### src/rtl/pixel_scan_writer.sv
// pixel_scan_writer: frame-fill initiator.
// Walks a WIDTH x HEIGHT frame in raster order, presents each (x, y) to the
// palette, captures the colour LAT clocks later and writes it to the
// framebuffer over a valid/ready port. One start pulse fills one frame.
// Optional feature: define FRAME_CHECKSUM_EN to add the 32-bit frame
// checksum output (rotate-left-and-xor over every accepted write).
module pixel_scan_writer #(
    parameter int WIDTH  = 160,
    parameter int HEIGHT = 120,
    parameter int LAT    = 1,
    parameter int ADDR_W = 15
) (
    input  logic              clk,
    input  logic              rst,
    input  logic              start,
    output logic              busy,
    output logic              done,
    output logic [31:0]       px_x,
    output logic [31:0]       px_y,
    input  logic [23:0]       color,
    output logic              wr_en,
    output logic [ADDR_W-1:0] wr_addr,
    output logic [23:0]       wr_data,
    input  logic              wr_ready
`ifdef FRAME_CHECKSUM_EN
    ,
    output logic [31:0]       checksum
`endif
);

    // Down-counter width for the palette wait; at least one bit even when
    // the palette is combinational so the declaration stays legal.
    localparam int CNT_W = (LAT > 1) ? $clog2(LAT) : 1;
    localparam logic [CNT_W-1:0] CNT_LOAD = CNT_W'((LAT > 0) ? (LAT - 1) : 0);
    localparam logic [15:0] X_LAST = 16'(WIDTH - 1);
    localparam logic [15:0] Y_LAST = 16'(HEIGHT - 1);

    typedef enum logic [2:0] {
        S_IDLE,
        S_ISSUE,
        S_WAIT,
        S_WRITE,
        S_DONE
    } state_t;

    state_t state;
    state_t next_state;

    logic [15:0]      x_cnt;
    logic [15:0]      y_cnt;
    logic [CNT_W-1:0] lat_cnt;
    logic             accept;
    logic             last_pixel;

    assign accept     = (state == S_WRITE) && wr_ready;
    assign last_pixel = (x_cnt == X_LAST) && (y_cnt == Y_LAST);

    // Coordinates go straight from the raster counters; upper half is zero.
    assign px_x = {16'd0, x_cnt};
    assign px_y = {16'd0, y_cnt};

    // State register; reset forces IDLE at the same edge, abandoning a frame.
    always_ff @(posedge clk) begin
        if (rst) begin
            state <= S_IDLE;
        end else begin
            state <= next_state;
        end
    end

    // Next-state logic: ISSUE skips WAIT entirely for a zero-latency palette.
    always_comb begin
        next_state = state;
        case (state)
            S_IDLE: begin
                if (start) begin
                    next_state = S_ISSUE;
                end
            end
            S_ISSUE: begin
                if (LAT > 0) begin
                    next_state = S_WAIT;
                end else begin
                    next_state = S_WRITE;
                end
            end
            S_WAIT: begin
                if (lat_cnt == '0) begin
                    next_state = S_WRITE;
                end
            end
            S_WRITE: begin
                if (wr_ready) begin
                    next_state = last_pixel ? S_DONE : S_ISSUE;
                end
            end
            S_DONE: begin
                next_state = S_IDLE;
            end
            default: begin
                next_state = S_IDLE;
            end
        endcase
    end

    // Status and write-valid outputs decoded purely from the current state.
    always_comb begin
        busy  = 1'b0;
        done  = 1'b0;
        wr_en = 1'b0;
        case (state)
            S_ISSUE: busy = 1'b1;
            S_WAIT:  busy = 1'b1;
            S_WRITE: begin
                busy  = 1'b1;
                wr_en = 1'b1;
            end
            S_DONE:  done = 1'b1;
            default: begin
                busy  = 1'b0;
            end
        endcase
    end

    // Raster counters, write address and palette wait counter. The address
    // is a running count rather than y*WIDTH+x so no multiplier is needed.
    always_ff @(posedge clk) begin
        if (rst) begin
            x_cnt   <= '0;
            y_cnt   <= '0;
            wr_addr <= '0;
            lat_cnt <= '0;
        end else begin
            if (state == S_IDLE && start) begin
                x_cnt   <= '0;
                y_cnt   <= '0;
                wr_addr <= '0;
            end
            if (state == S_ISSUE) begin
                lat_cnt <= CNT_LOAD;
            end else if (state == S_WAIT && lat_cnt != '0) begin
                lat_cnt <= lat_cnt - CNT_W'(1);
            end
            if (accept) begin
                if (x_cnt == X_LAST) begin
                    x_cnt <= '0;
                    y_cnt <= y_cnt + 16'd1;
                end else begin
                    x_cnt <= x_cnt + 16'd1;
                end
                wr_addr <= wr_addr + ADDR_W'(1);
            end
        end
    end

    // Colour capture at the edge entering WRITE; held through any stall.
    always_ff @(posedge clk) begin
        if (rst) begin
            wr_data <= '0;
        end else if (state != S_WRITE && next_state == S_WRITE) begin
            wr_data <= color;
        end
    end

`ifdef FRAME_CHECKSUM_EN
    // Frame checksum: cleared when a frame starts, folded on every accepted write.
    always_ff @(posedge clk) begin
        if (rst) begin
            checksum <= '0;
        end else if (state == S_IDLE && start) begin
            checksum <= '0;
        end else if (accept) begin
            checksum <= {checksum[30:0], checksum[31]} ^ {8'h00, wr_data};
        end
    end
`endif

endmodule
### config.mk
export PLATFORM = sky130hd
export DESIGN_NAME = pixel_scan_writer
export DESIGN_NICKNAME = d
export VERILOG_FILES = /design/src/rtl/pixel_scan_writer.sv
export SDC_FILE = /design/constraint.sdc
export NUM_CORES = 1
export LEC_CHECK = 0
export BUFFER_PORTS_ARGS = -buffer_cell sky130_fd_sc_hd__buf_2
export CAP_MARGIN = 0
export CELL_PAD_IN_SITES_DETAIL_PLACEMENT = 1
export CELL_PAD_IN_SITES_GLOBAL_PLACEMENT = 2
export CORE_MARGIN = 1.5
export CORE_UTILIZATION = 30
export CTS_CLUSTER_DIAMETER = 50
export DETAILED_ROUTE_END_ITERATION = 12
export HOLD_SLACK_MARGIN = 0.05
export PLACE_DENSITY = 0.9
export SLEW_MARGIN = 25
export SYNTH_ARGS = -nofsm -noshare
export SYNTH_HDL_FRONTEND = slang
export SYNTH_SLANG_ARGS = --single-unit
### constraint.sdc
create_clock -name clk -period 5 [get_ports clk]
set_clock_uncertainty 0.15 [all_clocks]
set_input_delay 0.75 -clock clk [delete_from_list [all_inputs] [get_ports clk]]
set_output_delay 0.75 -clock clk [all_outputs]
set_load 0.05 [all_outputs]
==> flow_metrics.env <==
export IMPL_max_clock_freq_mhz=423
export IMPL_cts_tree="done"
export IMPL_cts_buffers=9
export IMPL_status="complete, no violations"
export IMPL_finalCritPeriodShare_pct=47.3
export IMPL_use_met3_pct=2.49
export IMPL_firstDrtPassIters=4
export IMPL_hold_depth=2
export IMPL_routedWlPerCell_um=15.6
export IMPL_finalPower_mw=1.55
export IMPL_r2r_end="x_cnt[10]"
export IMPL_vias=3576
export IMPL_grt_ovfl_total=0
export IMPL_die_w_um=114
export IMPL_syn_inst=454
export IMPL_synth_seq_area_share_pct=40.5
export IMPL_max_clock_path_buffers=2
export IMPL_cts_num_sinks=75
export IMPL_worst_setup_path_end_kind="flip-flop"
export IMPL_finalHoldViolCount=0
export IMPL_root_buffer="clkbuf_16"
export IMPL_p_seq_share_pct=40.4
export IMPL_die_h_um=114
export IMPL_r2r_slack_ns=2.63
export IMPL_via_per_inst=5.13
export IMPL_setup_viol_count_final=0
export IMPL_post_cts_buffers=0
export IMPL_p_clk_share_pct=45.5
export IMPL_io_pin_count=134
export IMPL_leakage_nw=1.95
export IMPL_drc_errors=0
export IMPL_fin_nets=576
export IMPL_use_met1_pct=21.4
export IMPL_power_density_nw_per_um2=343
export IMPL_rr_startpoint="state[0]"
export IMPL_synth_distinct_cells=63
export IMPL_synth_edf_count=0
export IMPL_htreeDepth=3
export IMPL_avgSynthCellArea_um2=8.16
export IMPL_gp_congestion=0.810
export IMPL_sw_frac_of_total_pct=27.9
export IMPL_post_cts_resized=0
export IMPL_drt_iter0_drc=207
export IMPL_cp_max_fo=16
export IMPL_drive_gt1_share_pct=26.4
export IMPL_hold_slack_ns=0.300
export IMPL_yosysWarnings=0
export IMPL_min_from="wr_data[9]"
export IMPL_async_flop_share_pct=0
export IMPL_worst_pin_slew_ns=0.699
export IMPL_coreArea_um2=12000
export IMPL_reg2reg_depth=5
export IMPL_synthFlopType="dfxtp_1"
export IMPL_clk_latency_ns=0.33
export IMPL_hold_class="flip-flop to flip-flop"
export IMPL_arrival_ns=2.47
export IMPL_cp_start_kind="flip-flop"
export IMPL_routed_wl_um=10800
export IMPL_drv_cap=0
export IMPL_finalSetupTns_ns=0
export IMPL_critPathRequiredTime_ns=5.10
export IMPL_ctsHoldBuffers=0
export IMPL_rsz0062_at_grt="false"
export IMPL_grt_max_degree=65
export IMPL_grt_met2_usage_pct=29.2
export IMPL_max_slew_margin_pct=53.4
export IMPL_start_util_pct=30.9
export IMPL_port_buffers=101
export IMPL_pwr_share_comb_pct=14.0
export IMPL_grt_pass1_vias=3601
export IMPL_syn_area_um2=3710
export IMPL_busiest_layer="met2"
export IMPL_ys_seq_elements=75
export IMPL_num_rows=40
export IMPL_place_hpwl_um=7840
export IMPL_grt_usage_pct=17.0
export IMPL_dieArea_um2=13000
export IMPL_drv_slew=0
export IMPL_min_period_ns=2.37
export IMPL_peakVddDrop_mv=0.142
export IMPL_drtAntennaViolNets=0
export IMPL_p_int_mw=1.12
export IMPL_critPathKind="flip-flop to flip-flop"
export IMPL_antenna_cells=0
export IMPL_grt_pass1_wl_um=17700
export IMPL_area_growth_synth_to_final_pct=21.6
export IMPL_cts_clk_slew_worst_paths_ns=0.06
export IMPL_hold_end="wr_data[9]"
export IMPL_antenna_found_initial=0
export IMPL_power_net_switching_mw=0.431
[metal layers]
| metal | up-vias | share of wire, % |
|---|---|---|
| li1 | 1723 | - |
| met1 | 1742 | 45 |
| met2 | 95 | 50 |
| met3 | 16 | 3.7 |
| met4 | 0 | 2.0 |
| met5 | - | 0 |
[state kept, by name, summed over array words and instances (netlist names)]
register  count
wr_data      24
x_cnt        16
y_cnt        16
wr_addr      15
state         3
lat_cnt       1
[final cells by class]
class	count	area [um2]
clock buffer	11	253
clock inverter	5	75.1
fill	1493	7500
inverter	1	3.75
multi-input combinational	355	1970
sequential	75	1500
tap	147	184
timing repair buffer	103	520
[cells in the final DEF (no fill, tap or decap), types with 3 or more instances in the layout]
master     Yosys  final
a22o_1         5      5
dfxtp_1       75     75
xor2_1         3      3
clkinv_2       0      3
nand3_1       18     18
o21ai_0       14     14
a31oi_1       13     13
nand2_1       88     88
xnor2_1        5      5
ha_1           3      3
or3_1          4      4
nand3b_1       4      4
nand4_1       12     12
a21oi_1       42     42
and2_1         3      3
conb_1         1     32
nor4_1         4      4
nor3_1         7      7
nor2_1        36     35
clkbuf_16      0      9
buf_2          4    101
o211ai_1       4      4
mux2_2         6      6
and3_1         8      8
and4_1         3      3
[Yosys cell counts, types with 4 or more instances]
cell type  instances  area, um2
nor3_1             7       35.0
nand3_1           18       90.1
a22o_1             5       43.8
nor2_1            36        135
and3_1             8       50.1
nand3b_1           4       30.0
a21oi_1           42        210
nor4_1             4       25.0
or3_1              4       25.0
buf_2              4       20.0
a31oi_1           13       81.3
clkbuf_1          12       45.0
xnor2_1            5       43.8
o211ai_1           4       30.0
buf_4             33        248
dfxtp_1           75       1500
o21ai_0           14       70.1
mux2_2             6       67.6
nand4_1           12       75.1
nand2_1           88        330
[how the worst max path moves through the flow]
stage,startpoint,to,slack [ns],depth (start not counted)
global route,state[0],y_cnt[14],2.41,4
CTS,state[0],x_cnt[10],2.30,5
detailed placement,rst,x_cnt[10],2.21,5
finish,state[0],x_cnt[10],2.63,5
floorplan,x_cnt[0],y_cnt[8],2.74,7
global placement,rst,x_cnt[15],2.32,5
[cell families after synthesis]
family,synth area share [%]
compound gates,14.4
xor+xnor,1.89
fa+ha+maj,1.01
buf+inv,9.79
flops,40.5
mux,2.36
other cells,0.101
simple gates,29.9
[per-stage QoR]
stage / cell area [um2] / cells / setup slack, ns / util (%)
final: 4510 / 697 / 2.63 / 37.5
after global routing: 4510 / 697 / 2.41 / 37.5
after CTS: 4500 / 697 / 2.30 / 37.5
after detailed placement: 4180 / 681 / 2.21 / 34.8
after global placement: 4170 / 680 / 2.32 / 34.7
after floorplan: 3820 / 485 / 2.74 / -
[critical path, stage by stage, from the launching register on]
cell      delay (ns)
dfxtp_1         0.53
and3b_1         0.28
nand3b_1        0.31
nor2_2          0.63
o21ai_0         0.18
a31oi_1         0.21
[power groups by stage]
stage               clock [mW]  combinational [mW]  sequential (mW)
finish                   0.705               0.217            0.626
global route             0.748               0.233            0.628
CTS                      0.724               0.219            0.626
detailed placement           0               0.218            0.639
global placement             0               0.212            0.638
floorplan                    0               0.152            0.681
Power figures use the tool's default switching activity.
